## src/rtl/alu_pkg.sv

```systemverilog
// alu_pkg: shared widths, ALU operation codes and loaded-flag indices
package alu_pkg;
  localparam int N_BITS_DEFAULT = 8;
  localparam int N_OP_DEFAULT = 6;
  localparam logic [5:0] OP_ADD = 6'b100000;
  localparam logic [5:0] OP_SUB = 6'b100010;
  localparam logic [5:0] OP_AND = 6'b100100;
  localparam logic [5:0] OP_OR = 6'b100101;
  localparam logic [5:0] OP_XOR = 6'b100110;
  localparam logic [5:0] OP_NOR = 6'b100111;
  localparam logic [5:0] OP_SRA = 6'b000011;
  localparam logic [5:0] OP_SRL = 6'b000010;
  localparam int LD_A = 0;
  localparam int LD_B = 1;
  localparam int LD_OP = 2;
endpackage

```

## src/rtl/button_debouncer.sv

```systemverilog
// button_debouncer: 2-FF synchroniser plus counter debounce, strobes on debounced rising edge
module button_debouncer #(
  parameter int DEBOUNCE_CYCLES = 1000000
) (
  input  logic i_clk,
  input  logic i_reset,
  input  logic i_btn,
  output logic o_rise
);
  localparam int CW = $clog2(DEBOUNCE_CYCLES);
  localparam logic [CW-1:0] LAST = CW'(DEBOUNCE_CYCLES - 1);
  logic [1:0] sync;
  logic deb;
  logic [CW-1:0] cnt;
  logic done;
  assign done = (sync[1] != deb) && (cnt == LAST);
  assign o_rise = done && sync[1];
  // synchronise the raw button, then accept a new level only after it holds long enough
  always_ff @(posedge i_clk or posedge i_reset) begin
    if (i_reset) begin
      sync <= '0;
      deb <= 1'b0;
      cnt <= '0;
    end else begin
      sync <= {sync[0], i_btn};
      if (sync[1] == deb) cnt <= '0;
      else if (done) begin
        deb <= sync[1];
        cnt <= '0;
      end else cnt <= cnt + 1'b1;
    end
  end
endmodule

```

## src/rtl/alu_operand_loader.sv

```systemverilog
// alu_operand_loader: captures switch word into operand A/B and opcode registers on debounced presses
module alu_operand_loader
  import alu_pkg::*;
#(
  parameter int N_BITS = N_BITS_DEFAULT,
  parameter int N_OP = N_OP_DEFAULT,
  parameter int DEBOUNCE_CYCLES = 1000000
) (
  input  logic              i_clk,
  input  logic              i_reset,
  input  logic [N_BITS-1:0] i_sw,
  input  logic              i_btn_a,
  input  logic              i_btn_b,
  input  logic              i_btn_op,
  output logic [N_BITS-1:0] o_a,
  output logic [N_BITS-1:0] o_b,
  output logic [N_OP-1:0]   o_op,
  output logic [2:0]        o_loaded,
  output logic              o_ready
);
  logic [N_BITS-1:0] sw_meta, sw_sync;
  logic [2:0] rise;
  button_debouncer #(.DEBOUNCE_CYCLES(DEBOUNCE_CYCLES)) u_deb_a (
    .i_clk(i_clk), .i_reset(i_reset), .i_btn(i_btn_a), .o_rise(rise[LD_A])
  );
  button_debouncer #(.DEBOUNCE_CYCLES(DEBOUNCE_CYCLES)) u_deb_b (
    .i_clk(i_clk), .i_reset(i_reset), .i_btn(i_btn_b), .o_rise(rise[LD_B])
  );
  button_debouncer #(.DEBOUNCE_CYCLES(DEBOUNCE_CYCLES)) u_deb_op (
    .i_clk(i_clk), .i_reset(i_reset), .i_btn(i_btn_op), .o_rise(rise[LD_OP])
  );
  // switches are held static before a press, so a bus-wide 2-FF stage is enough
  always_ff @(posedge i_clk or posedge i_reset) begin
    if (i_reset) begin
      sw_meta <= '0;
      sw_sync <= '0;
    end else begin
      sw_meta <= i_sw;
      sw_sync <= sw_meta;
    end
  end
  // each register loads on its debounced rising edge; flags are sticky until reset
  always_ff @(posedge i_clk or posedge i_reset) begin
    if (i_reset) begin
      o_a <= '0;
      o_b <= '0;
      o_op <= '0;
      o_loaded <= '0;
    end else begin
      if (rise[LD_A]) o_a <= sw_sync;
      if (rise[LD_B]) o_b <= sw_sync;
      if (rise[LD_OP]) o_op <= sw_sync[N_OP-1:0];
      o_loaded <= o_loaded | rise;
    end
  end
  assign o_ready = &o_loaded;
endmodule

```

## config.mk

```make
export PLATFORM = sky130hd
export DESIGN_NAME = alu_operand_loader
export DESIGN_NICKNAME = d
export VERILOG_FILES = /design/src/rtl/alu_pkg.sv /design/src/rtl/button_debouncer.sv /design/src/rtl/alu_operand_loader.sv
export SDC_FILE = /design/constraint.sdc
export NUM_CORES = 1
export LEC_CHECK = 0
export BUFFER_PORTS_ARGS = -buffer_cell sky130_fd_sc_hd__clkbuf_2
export CAP_MARGIN = 15
export CORE_MARGIN = 2
export CORE_UTILIZATION = 60
export DETAILED_ROUTE_END_ITERATION = 10
export PLACE_DENSITY = 0.77
export SYNTH_ARGS = -nofsm -noshare
export SYNTH_HDL_FRONTEND = slang
export SYNTH_SLANG_ARGS = --single-unit
```

## constraint.sdc

```tcl
create_clock -name i_clk -period 6.35 [get_ports i_clk]
set_input_delay 0.635 -clock i_clk [delete_from_list [all_inputs] [get_ports i_clk]]
set_output_delay 0.635 -clock i_clk [all_outputs]
set_load 0.05 [all_outputs]
```

After elaboration in Yosys (flattened, before gate mapping)
Cells that the tools add are included.

Register bits after elaboration: 110. Input port bits: 13. Output and inout bits: 26.

$add $sub $neg: 3. Equality and inequality tests: 9. Multiplexer cells: 6. Bitwise gates (word level): 4. Reductions and logical operators: 10.

Operator list (number): two-way mux 20 bit (6); adder 20 x 1 -> 20 bit, second input constant (3); equality test 20 bit, second input constant (3); logical AND 1 bit (6); AND reduction 2 bit (3); equality test 1 bit (3); != test 1 bit (3); inverter 1 bit (3); bitwise OR 3 bit (1); AND reduction 3 bit (1).

Depth between registers and ports, before layout
Gate-level depths: netlist of run 1.

Depth after elaboration: 4. Gate-level depth with buffers: 6.

By module
Synthesis of run 1 repeated with hierarchy kept, for this count alone.

Cell total of the unflattened synthesis: 397. Area total of the unflattened synthesis: 4859.7 µm².

By module, submodules not included: button_debouncer (u_deb_b ...) (instances 2, cells each 109, area an instance 1144.8 µm²); alu_operand_loader (instances 1, cells each 71, area an instance 1418.9 µm²); button_debouncer (u_deb_a) (instances 1, cells each 108, area an instance 1151.1 µm²).

Worst setup path before layout of run 1
OpenSTA, ideal clock, no wires.

Kind: reg-to-reg. Start point: register u_deb_a.cnt[0]. End point: register o_a[0]. Library setup time: 125 ps. Arrival: 2067 ps. Required time: 6225 ps. Setup slack: 4158 ps. Stages on the path, launching flop included: 6. Clock period less this slack: 2192 ps. Path through: dfrtp_1 ha_1 nand3_4 or4_4 nor4_4 mux2_2.

Cells in the longest elaborated chain, start to end: 3.

Ends and longest elaborated chain: start: declaration (RTL line button_debouncer.sv:14) `logic [CW-1:0] cnt;`; start signal: assignment (RTL line button_debouncer.sv:30) `end else cnt <= cnt + 1'b1;`; equality test 20 bit (RTL line button_debouncer.sv:16) `assign done = (sync[1] != deb) && (cnt == LAST);`; logical AND 1 bit (RTL line button_debouncer.sv:16); logical AND 1 bit (RTL line button_debouncer.sv:17) `assign o_rise = done && sync[1];`; end signal: assignment (RTL line alu_operand_loader.sv:50) `if (rise[LD_A]) o_a <= sw_sync;`; end: declaration (RTL line alu_operand_loader.sv:15) `output logic [N_BITS-1:0] o_a,`.

No other way between the ends. A chain may end at the register's enable or synchronous reset.

Final worst setup path of run 1
Start point: register u_deb_a.cnt[0]. End point: register o_a[5].

The elaborated chain is that of the path after synthesis.

==> reports/metrics.yaml, run 1 <==
status: "finished, final reports clean"
wl_per_cell_um: 14.5
maxCapViolations: 0
hold_path_class: "primary input to async pin"
path_class: "flip-flop to flip-flop"
hpwl_mm: 5.53
drtPass1Iterations: 6
syn2layout_area_growth_pct: 11.6
multi_input_area_um2: 1810
cp_max_fo: 9
cts-resized-gates: 0
hold_viol: 0
fin_crit_sh_pct: 37.8
syn_nets: 419
pwr-share-comb_pct: 2.8
yosysSeqAreaShare_pct: 59.2
h-tree-depth: 3
worst-slew-pin-transition_ns: 0.792
drive_gt1_share_pct: 20.5
overflow: 0
p_per_area_nw_per_um2: 231
p_clk_share_pct: 37.0
synth.avg_cell_area_um2: 11.5
irDropWorstVdd_v: 0.000208
mostFrequentLayoutCells: "110 x dfrtp_1, 58 x nor2_1, 39 x xnor2_1"
clk_latency_ns: 0.38
gp_congestion: 0.811
synthArstFlopShare_pct: 100
tns_ns: 0
seq_area_um2: 2750
required_ns: 6.62
max_stage_delay_ns: 0.57
nFillCells: 575
timing.rr.end: "o_a[5]"
die-area_um2: 8460
dp_cells: 539
drcViolationCount: 0
ioPinCount: 39
synth_cell_types: 41
grt_pass1_wl_mm: 14.0
fmax_mhz: 416
crit_slowest_cell: "or4_4"
initial_core_util_pct: 61.1
setup_viol_count_final: 0
viasPerCell: 5.53
wl_mm: 8.05
startpoint_type: "flip-flop"
grt_max_degree: 66
grt_pass1_vias: 2974
track_usage_pct: 20.7
reg2reg_from: "u_deb_a.cnt[0]"
swShare_pct: 25.6
rrSetupSlack_ns: 3.95
max-slew-margin-rel_pct: 47.2
internal_power_uw: 890
fp.dieW_um: 92.0
p_leak_nw: 2.28
dieHeight_um: 92.0
numCtsBuffers: 9
layout_commonest_cell: "dfrtp_1"
antenna_found_initial: 0
cts_root_buffer: "clkbuf_8"
synth_edf_count: 0
postCtsSetupBuffers: 0
drv_slew: 0
switchingPower_uw: 307
ff2ff_path_depth: 5
ant_nets: 0
rows: 32
cts_hold_buf: 0
syn_inst: 403
netlist_area_um2: 4650
clock-sinks: 110
period_minus_slack_ns: 2.40
endpoint_kind: "flip-flop"
numPortBuffers: 38
drtIter0Drc: 145
synth_warnings: 0
cts_tree: "built"
n_antenna_cell: 0
fin_cells: 555
ys.flop_type: "dfrtp_1"
path_cells: "ha_1 -> nand3_4 -> or4_4 -> nor4_4 -> mux2_2"
clk_pin_slew_ns: 0.12
ys_ff_latch: 110
core_area_um2: 7610
worstPathArrival_ns: 2.67
vias: 3071
grt_setup_unrepaired: "no"
seq_power_share_pct: 60.2
clk_path_buf_depth: 2
nets: 464
fin_worst_skew_ns: 0.0176
flip-flops by register name (all words and copies together) (netlist names):
signal and count:
sw_meta 8, u_deb_op.cnt 20, sw_sync 8, u_deb_a.deb 1, o_a 8, o_op 6
o_loaded 3, u_deb_b.sync 2, u_deb_b.cnt 20, u_deb_op.deb 1, u_deb_b.deb 1, u_deb_a.cnt 20
u_deb_a.sync 2, o_b 8, u_deb_op.sync 2
final cells by class:
type                       count  area share, %
inverter                      16           1.21
clock buffer                   9           2.39
sequential                   110           53.1
multi-input combinational    271           34.9
clock inverter                 7           1.96
tap                          102           2.46
timing repair buffer          40           3.96
worst max-delay path by stage:
stage	start	endpoint	slack, ns	cells after the start
finish	u_deb_a.cnt[0]	o_a[5]	3.95	5
global route	u_deb_a.cnt[0]	o_a[5]	3.78	5
CTS	u_deb_a.cnt[0]	o_a[4]	3.90	5
detailed placement	u_deb_a.cnt[0]	o_a[4]	3.91	5
global placement	u_deb_a.cnt[0]	o_a[0]	3.98	5
floorplan	i_reset	o_a[0]	2.81	1
power groups by stage:
| stage | sequential, mW | combinational (mW) | clock, mW |
|---|---|---|---|
| after floorplan | 0.732 | 0.0243 | 0 |
| after global placement | 0.733 | 0.0341 | 0 |
| after detailed placement | 0.734 | 0.0350 | 0 |
| after CTS | 0.720 | 0.0351 | 0.457 |
| after global routing | 0.722 | 0.0402 | 0.484 |
| final | 0.720 | 0.0337 | 0.443 |
worst max-delay path, delay by kind of cell (launching register included):
family | cells | cell delay (ns)
flops | 1 | 0.40
fa+ha+maj | 1 | 0.24
simple gates | 3 | 1.26
mux | 1 | 0.40
Yosys cell counts, types with 4 or more instances:
cell type | instances | area share [%]
nand2b_1 | 4 | 0.54
nand3_1 | 17 | 1.8
xor2_1 | 6 | 1.1
nor3_1 | 15 | 1.6
and3_1 | 5 | 0.67
dfrtp_1 | 110 | 59
xnor2_1 | 39 | 7.4
clkbuf_1 | 5 | 0.40
nor2_1 | 58 | 4.7
inv_1 | 16 | 1.3
or3_1 | 4 | 0.54
o21ai_0 | 7 | 0.75
or4_1 | 7 | 1.1
nand2_1 | 16 | 1.3
o31ai_1 | 7 | 1.1
mux2_2 | 24 | 5.8
a21oi_1 | 9 | 0.97
nand4_1 | 13 | 1.8
nor4_1 | 12 | 1.6
through the flow:
| step | power [mW] | worst slack (ns) | area [um^2] | utilization, % | hold WS (ns) |
|---|---|---|---|---|---|
| 4_1_cts | 1.21 | 3.90 | 5180 | 68.1 | 0.295 |
| 2_1_floorplan | 0.756 | 2.81 | 4650 | - | 0.331 |
| 5_1_grt | 1.25 | 3.78 | 5180 | 68.1 | 0.314 |
| 3_3_place_gp | 0.767 | 3.98 | 4960 | 65.2 | 0.332 |
| 3_5_place_dp | 0.769 | 3.91 | 4960 | 65.2 | 0.335 |
| 6_report | 1.20 | 3.95 | 5180 | 68.1 | 0.296 |
logic make-up (layout without fill, tap and decap cells):
family,Yosys count,after routing,synth area share [%]
fa+ha+maj,3,3,0.808
buf+inv,22,72,1.80
flops,110,110,59.2
xor+xnor,45,45,8.48
mux,27,27,6.46
simple gates,171,171,20.0
compound gates,25,25,3.20
per-layer routing:
metal	vias up	track usage, %	wire [um]
met5	-	0	0
met4	0	4.98	93
met3	8	5.75	369
met2	52	32.6	3840
met1	1509	29.0	3750
li1	1502	-	-
No activity file was read; power rests on OpenSTA's default activity.
==> run 2, diff against run 1 <==
- CORE_UTILIZATION: 60 -> 53
- PLACE_DENSITY: 0.77 -> 0.72
- clock period: 6.35 -> 2.1 ns (I/O delays scaled with it)
==> reports/metrics.yaml, run 2 (synthesis gave the netlist of run 1 again) <==
status: "finished, final reports clean"
drtIter0Drc: 75
wl_mm: 8.80
fin_crit_sh_pct: 99.1
ant_nets: 0
fin_worst_skew_ns: 0.00962
nFillCells: 652
grt_pass1_wl_mm: 15.3
clk_pin_slew_ns: 0.11
syn2layout_area_growth_pct: 22.4
p_leak_nw: 2.55
track_usage_pct: 19.8
min_from: "u_deb_b.sync[0]"
grt_max_degree: 24
hold_path_class: "flip-flop to flip-flop"
whs_ns: 0.359
required_ns: 2.37
fp.dieW_um: 97.6
drtPass1Iterations: 4
post-route-util_pct: 66.2
dieHeight_um: 97.6
placed_area_um2: 5260
overflow: 0
timing.rr.end: "o_a[7]"
irDropWorstVdd_v: 0.000659
vias: 3237
final_area_um2: 5690
worstPathArrival_ns: 2.35
cts_root_buffer: "clkbuf_8"
maxCapViolations: 0
grt_setup_unrepaired: "yes"
numCtsBuffers: 9
setup_viol_count_final: 0
clk_path_buf_depth: 2
drive_gt1_share_pct: 26.0
viasPerCell: 5.35
wl_per_cell_um: 14.5
h-tree-depth: 3
antenna_found_initial: 0
rrSetupSlack_ns: 0.02
nets: 508
rows: 34
clock-sinks: 110
ioPinCount: 39
worst-slew-pin-transition_ns: 0.617
endpoint_kind: "flip-flop"
drcViolationCount: 0
die-area_um2: 9530
numPortBuffers: 38
layout_commonest_cell: "dfrtp_1"
largest_registers: "u_deb_a.cnt: 20 flops, u_deb_b.cnt: 20 flops, u_deb_op.cnt: 20 flops"
cts_tree: "built"
ff2ff_path_depth: 6
p_per_area_nw_per_um2: 635
gp_congestion: 0.822
hold_depth: 0
path_class: "flip-flop to flip-flop"
grt_pass1_vias: 3194
fmax_mhz: 480
hold-path-endpoint: "u_deb_b.sync[1]"
n_antenna_cell: 0
initial_core_util_pct: 54.1
hold_viol: 0
clk_latency_ns: 0.37
core_area_um2: 8590
hpwl_mm: 6.04
max-slew-margin-rel_pct: 58.8
reg2reg_from: "u_deb_a.cnt[1]"
startpoint_type: "flip-flop"
cp_max_fo: 4
mostFrequentLayoutCells: "110 x dfrtp_1, 57 x nor2_1, 39 x xnor2_1"
drv_slew: 0
period_minus_slack_ns: 2.08
total_power_mw: 3.61
==> run 2: cell count changes in the layout (fill, tap and decap cells not counted), sizes merged <==
cell,before,now
buf,2,34
clkinv,2,5
clkinvlp,0,1
dlygate4sd3,0,12
inv,21,17
==> run 2: worst max path at each step <==
stage / startpoint / endpoint / slack (ns) / cells after the start
final: u_deb_a.cnt[1] / o_a[7] / 0.02 / 6
after global routing: u_deb_a.cnt[1] / o_a[7] / -0.06 / 6
after CTS: u_deb_a.cnt[1] / o_a[3] / 0.02 / 6
after detailed placement: u_deb_b.cnt[8] / o_b[3] / 0.0003 / 4
after global placement: u_deb_b.cnt[8] / o_b[5] / 0.01 / 4
after floorplan: u_deb_op.cnt[0] / u_deb_op.deb / -0.02 / 5
==> run 2: per-stage QoR <==
stage	setup TNS (ns)	setup slack, ns	std cells
5_1_grt	-0.297	-0.0631	605
6_report	0	0.0187	605
2_1_floorplan	-0.0207	-0.0207	403
4_1_cts	0	0.0165	600
3_5_place_dp	0	0.000265	572
3_3_place_gp	0	0.0102	572
==> run 2: routing by layer <==
layer | share of wire [%] | vias to the layer above | GRT usage (%)
li1 | - | 1588 | -
met1 | 46 | 1600 | 27.2
met2 | 50 | 44 | 32.2
met3 | 3.3 | 5 | 4.96
met4 | 0.90 | 0 | 4.49
met5 | 0 | - | 0
==> run 2: where the power goes <==
group | switching [mW] | internal [mW]
sequential | 0.0274 | 2.15
combinational | 0.0861 | 0.0688
clock | 0.795 | 0.482
==> run 2: final cells by class <==
type                       instances  area (um^2)  area share, %
sequential                       110         2750           48.4
multi-input combinational        271         1890           33.3
timing repair buffer              84          632           11.1
tap                              108          135           2.38
clock buffer                       9          124           2.18
clock inverter                     7         88.8           1.56
inverter                          16         63.8           1.12
==> run 2: critical path, cell delays in order, from the launching register on <==
cell,delay (ns)
dfrtp_1,0.43
ha_4,0.17
nand3_4,0.06
or4_4,0.44
nor4_4,0.34
buf_4,0.21
mux2_2,0.33
==> run 2: what timing repair did <==
item                                    in CTS  in global routing
gates cloned                                 0                  1
pin swaps                                    0                  1
endpoints found under the setup margin       6                 40
hold buffers                                12                  0
endpoints found under the hold margin       29                  0
gates resized for setup                      1                 13
buffers inserted                             0                  4
==> run 3, diff against run 2 <==
- BUFFER_PORTS_ARGS: -buffer_cell sky130_fd_sc_hd__clkbuf_2 -> default
- CORE_UTILIZATION: 53 -> 56
- DONT_BUFFER_PORTS: default -> 1
- PLACE_DENSITY: 0.72 -> 0.71
==> reports/metrics.yaml, run 3 (synthesis gave the netlist of run 1 again) <==
status: "finished, final reports clean"
ff2ff_path_depth: 6
syn2layout_area_growth_pct: 17.2
max-slew-margin-rel_pct: 61.3
required_ns: 2.37
clk_pin_slew_ns: 0.12
preCtsSetupSlack_ns: -0.0653
path_depth: 6
pwr-share-comb_pct: 3.5
cp_max_fo: 9
worstPathArrival_ns: 2.34
n_antenna_cell: 0
fp.dieW_um: 95.1
rrSetupSlack_ns: 0.04
grt_pass1_vias: 2975
grt_pass1_wl_mm: 14.0
maxCapViolations: 0
h-tree-depth: 3
p_leak_nw: 2.38
core_area_um2: 8130
overflow: 0
setup_viol_count_final: 0
clk_path_buf_depth: 2
swShare_pct: 26.2
layout_commonest_cell: "dfrtp_1"
hold_path_class: "flip-flop to flip-flop"
numCtsBuffers: 9
crit_buf_inv: 1
drcViolationCount: 0
fin_worst_skew_ns: 0.0154
endpoint_kind: "flip-flop"
gp_congestion: 0.835
p_clk_share_pct: 37.1
mostFrequentLayoutCells: "109 x dfrtp_1, 57 x nor2_1, 39 x xnor2_1"
grt_setup_unrepaired: "yes"
max_stage_delay_ns: 0.47
placed_area_um2: 5020
drtPass1Iterations: 4
largest_registers: "u_deb_a.cnt: 20 flops, u_deb_b.cnt: 20 flops, u_deb_op.cnt: 20 flops"
reg2reg_from: "u_deb_a.cnt[1]"
final_area_um2: 5450
nFillCells: 564
ioPinCount: 39
cts_root_buffer: "clkbuf_8"
cp-startpoint: "u_deb_a.cnt[1]"
hold_viol: 0
vias: 3066
viasPerCell: 5.48
nets: 465
whs_ns: 0.362
cp-endpoint: "o_a[1]"
antenna_found_initial: 0
numPortBuffers: 0
track_usage_pct: 20.0
startpoint_type: "flip-flop"
dieHeight_um: 95.1
cp_top_family: "simple AND/OR/NAND/NOR gates"
fmax_mhz: 484
p_per_area_nw_per_um2: 674
switchingPower_uw: 962
die-area_um2: 9040
crit_slowest_cell: "or4_4"
worst_slack_ns: 0.0359
clock-sinks: 110
clk_latency_ns: 0.38
internal_power_mw: 2.71
rows: 33
drv_slew: 0
ant_nets: 0
timing.rr.end: "o_a[1]"
hpwl_mm: 5.53
irDropWorstVdd_v: 0.000506
wl_mm: 8.49
path_cells: "ha_4 -> nand3_4 -> or4_4 -> nor4_4 -> buf_6 -> mux2_2"
path_class: "flip-flop to flip-flop"
wl_per_cell_um: 15.2
period_minus_slack_ns: 2.06
fin_crit_sh_pct: 98.3
cts_tree: "built"
drive_gt1_share_pct: 19.2
drtIter0Drc: 173
initial_core_util_pct: 57.1
worst-slew-pin-transition_ns: 0.575
post-route-util_pct: 67.0
grt_max_degree: 111
seq_power_share_pct: 59.4
run 3: changes by cell type in the layout (fill, tap and decap cells not counted), moves of 2 or more:
cell,previous run,this run
mux2_2,18,20
mux2_4,6,4
inv_12,0,2
clkbuf_2,38,0
buf_12,5,3
buf_4,28,24
clkinv_4,2,0
run 3: worst min path at each step:
stage	slack [ns]	startpoint	to	cells after the start
final	0.36	sw_meta[2]	sw_sync[2]	0
after global routing	0.35	i_sw[7]	sw_meta[7]	1
after CTS	0.36	i_sw[3]	sw_meta[3]	1
after detailed placement	0.24	i_sw[1]	sw_meta[1]	0
after global placement	0.24	i_sw[1]	sw_meta[1]	0
after floorplan	0.24	i_sw[0]	sw_meta[0]	0
run 3: layout make-up:
class / instances / area (um^2) / share of cell area (%)
Inverter: 16 / 63.8 / 1.17
Sequential cell: 110 / 2750 / 50.6
Tap cell: 105 / 131 / 2.41
Multi-Input combinational cell: 272 / 1900 / 35.0
Timing Repair Buffer: 40 / 372 / 6.82
Clock inverter: 7 / 98.8 / 1.81
Clock buffer: 9 / 124 / 2.27
run 3: what timing repair did:
item                                    in CTS  in global routing
setup buffers                                0                  2
endpoints found under the hold margin      121                  0
gates cloned                                 0                  1
endpoints found under the setup margin       8                 24
pin swaps                                    0                  2
hold buffers                                12                  0
resized for setup                            2                 10
run 3: power groups by stage:
stage          clock network [mW]  registers [mW]  logic (mW)
2_1_floorplan                   0            2.21      0.0760
3_3_place_gp                    0            2.22       0.110
3_5_place_dp                    0            2.22       0.113
4_1_cts                      1.39            2.18       0.132
5_1_grt                      1.48            2.19       0.146
6_report                     1.36            2.18       0.129
run 3: metal layers:
layer  GRT usage, %  vias to the layer above  routed length [um]
li1               -                     1500                   -
met1           26.8                     1517                3880
met2           30.8                       41                4090
met3           6.17                        8                 436
met4           7.49                        0                  92
met5              0                        -                   0
run 3: stage by stage:
stage / setup TNS [ns] / power [mW] / cells
floorplan: -0.0207 / 2.29 / 403
detailed placement: -0.488 / 2.33 / 528
global placement: 0 / 2.33 / 528
global route: -0.267 / 3.82 / 559
CTS: 0 / 3.70 / 556
finish: 0 / 3.67 / 559
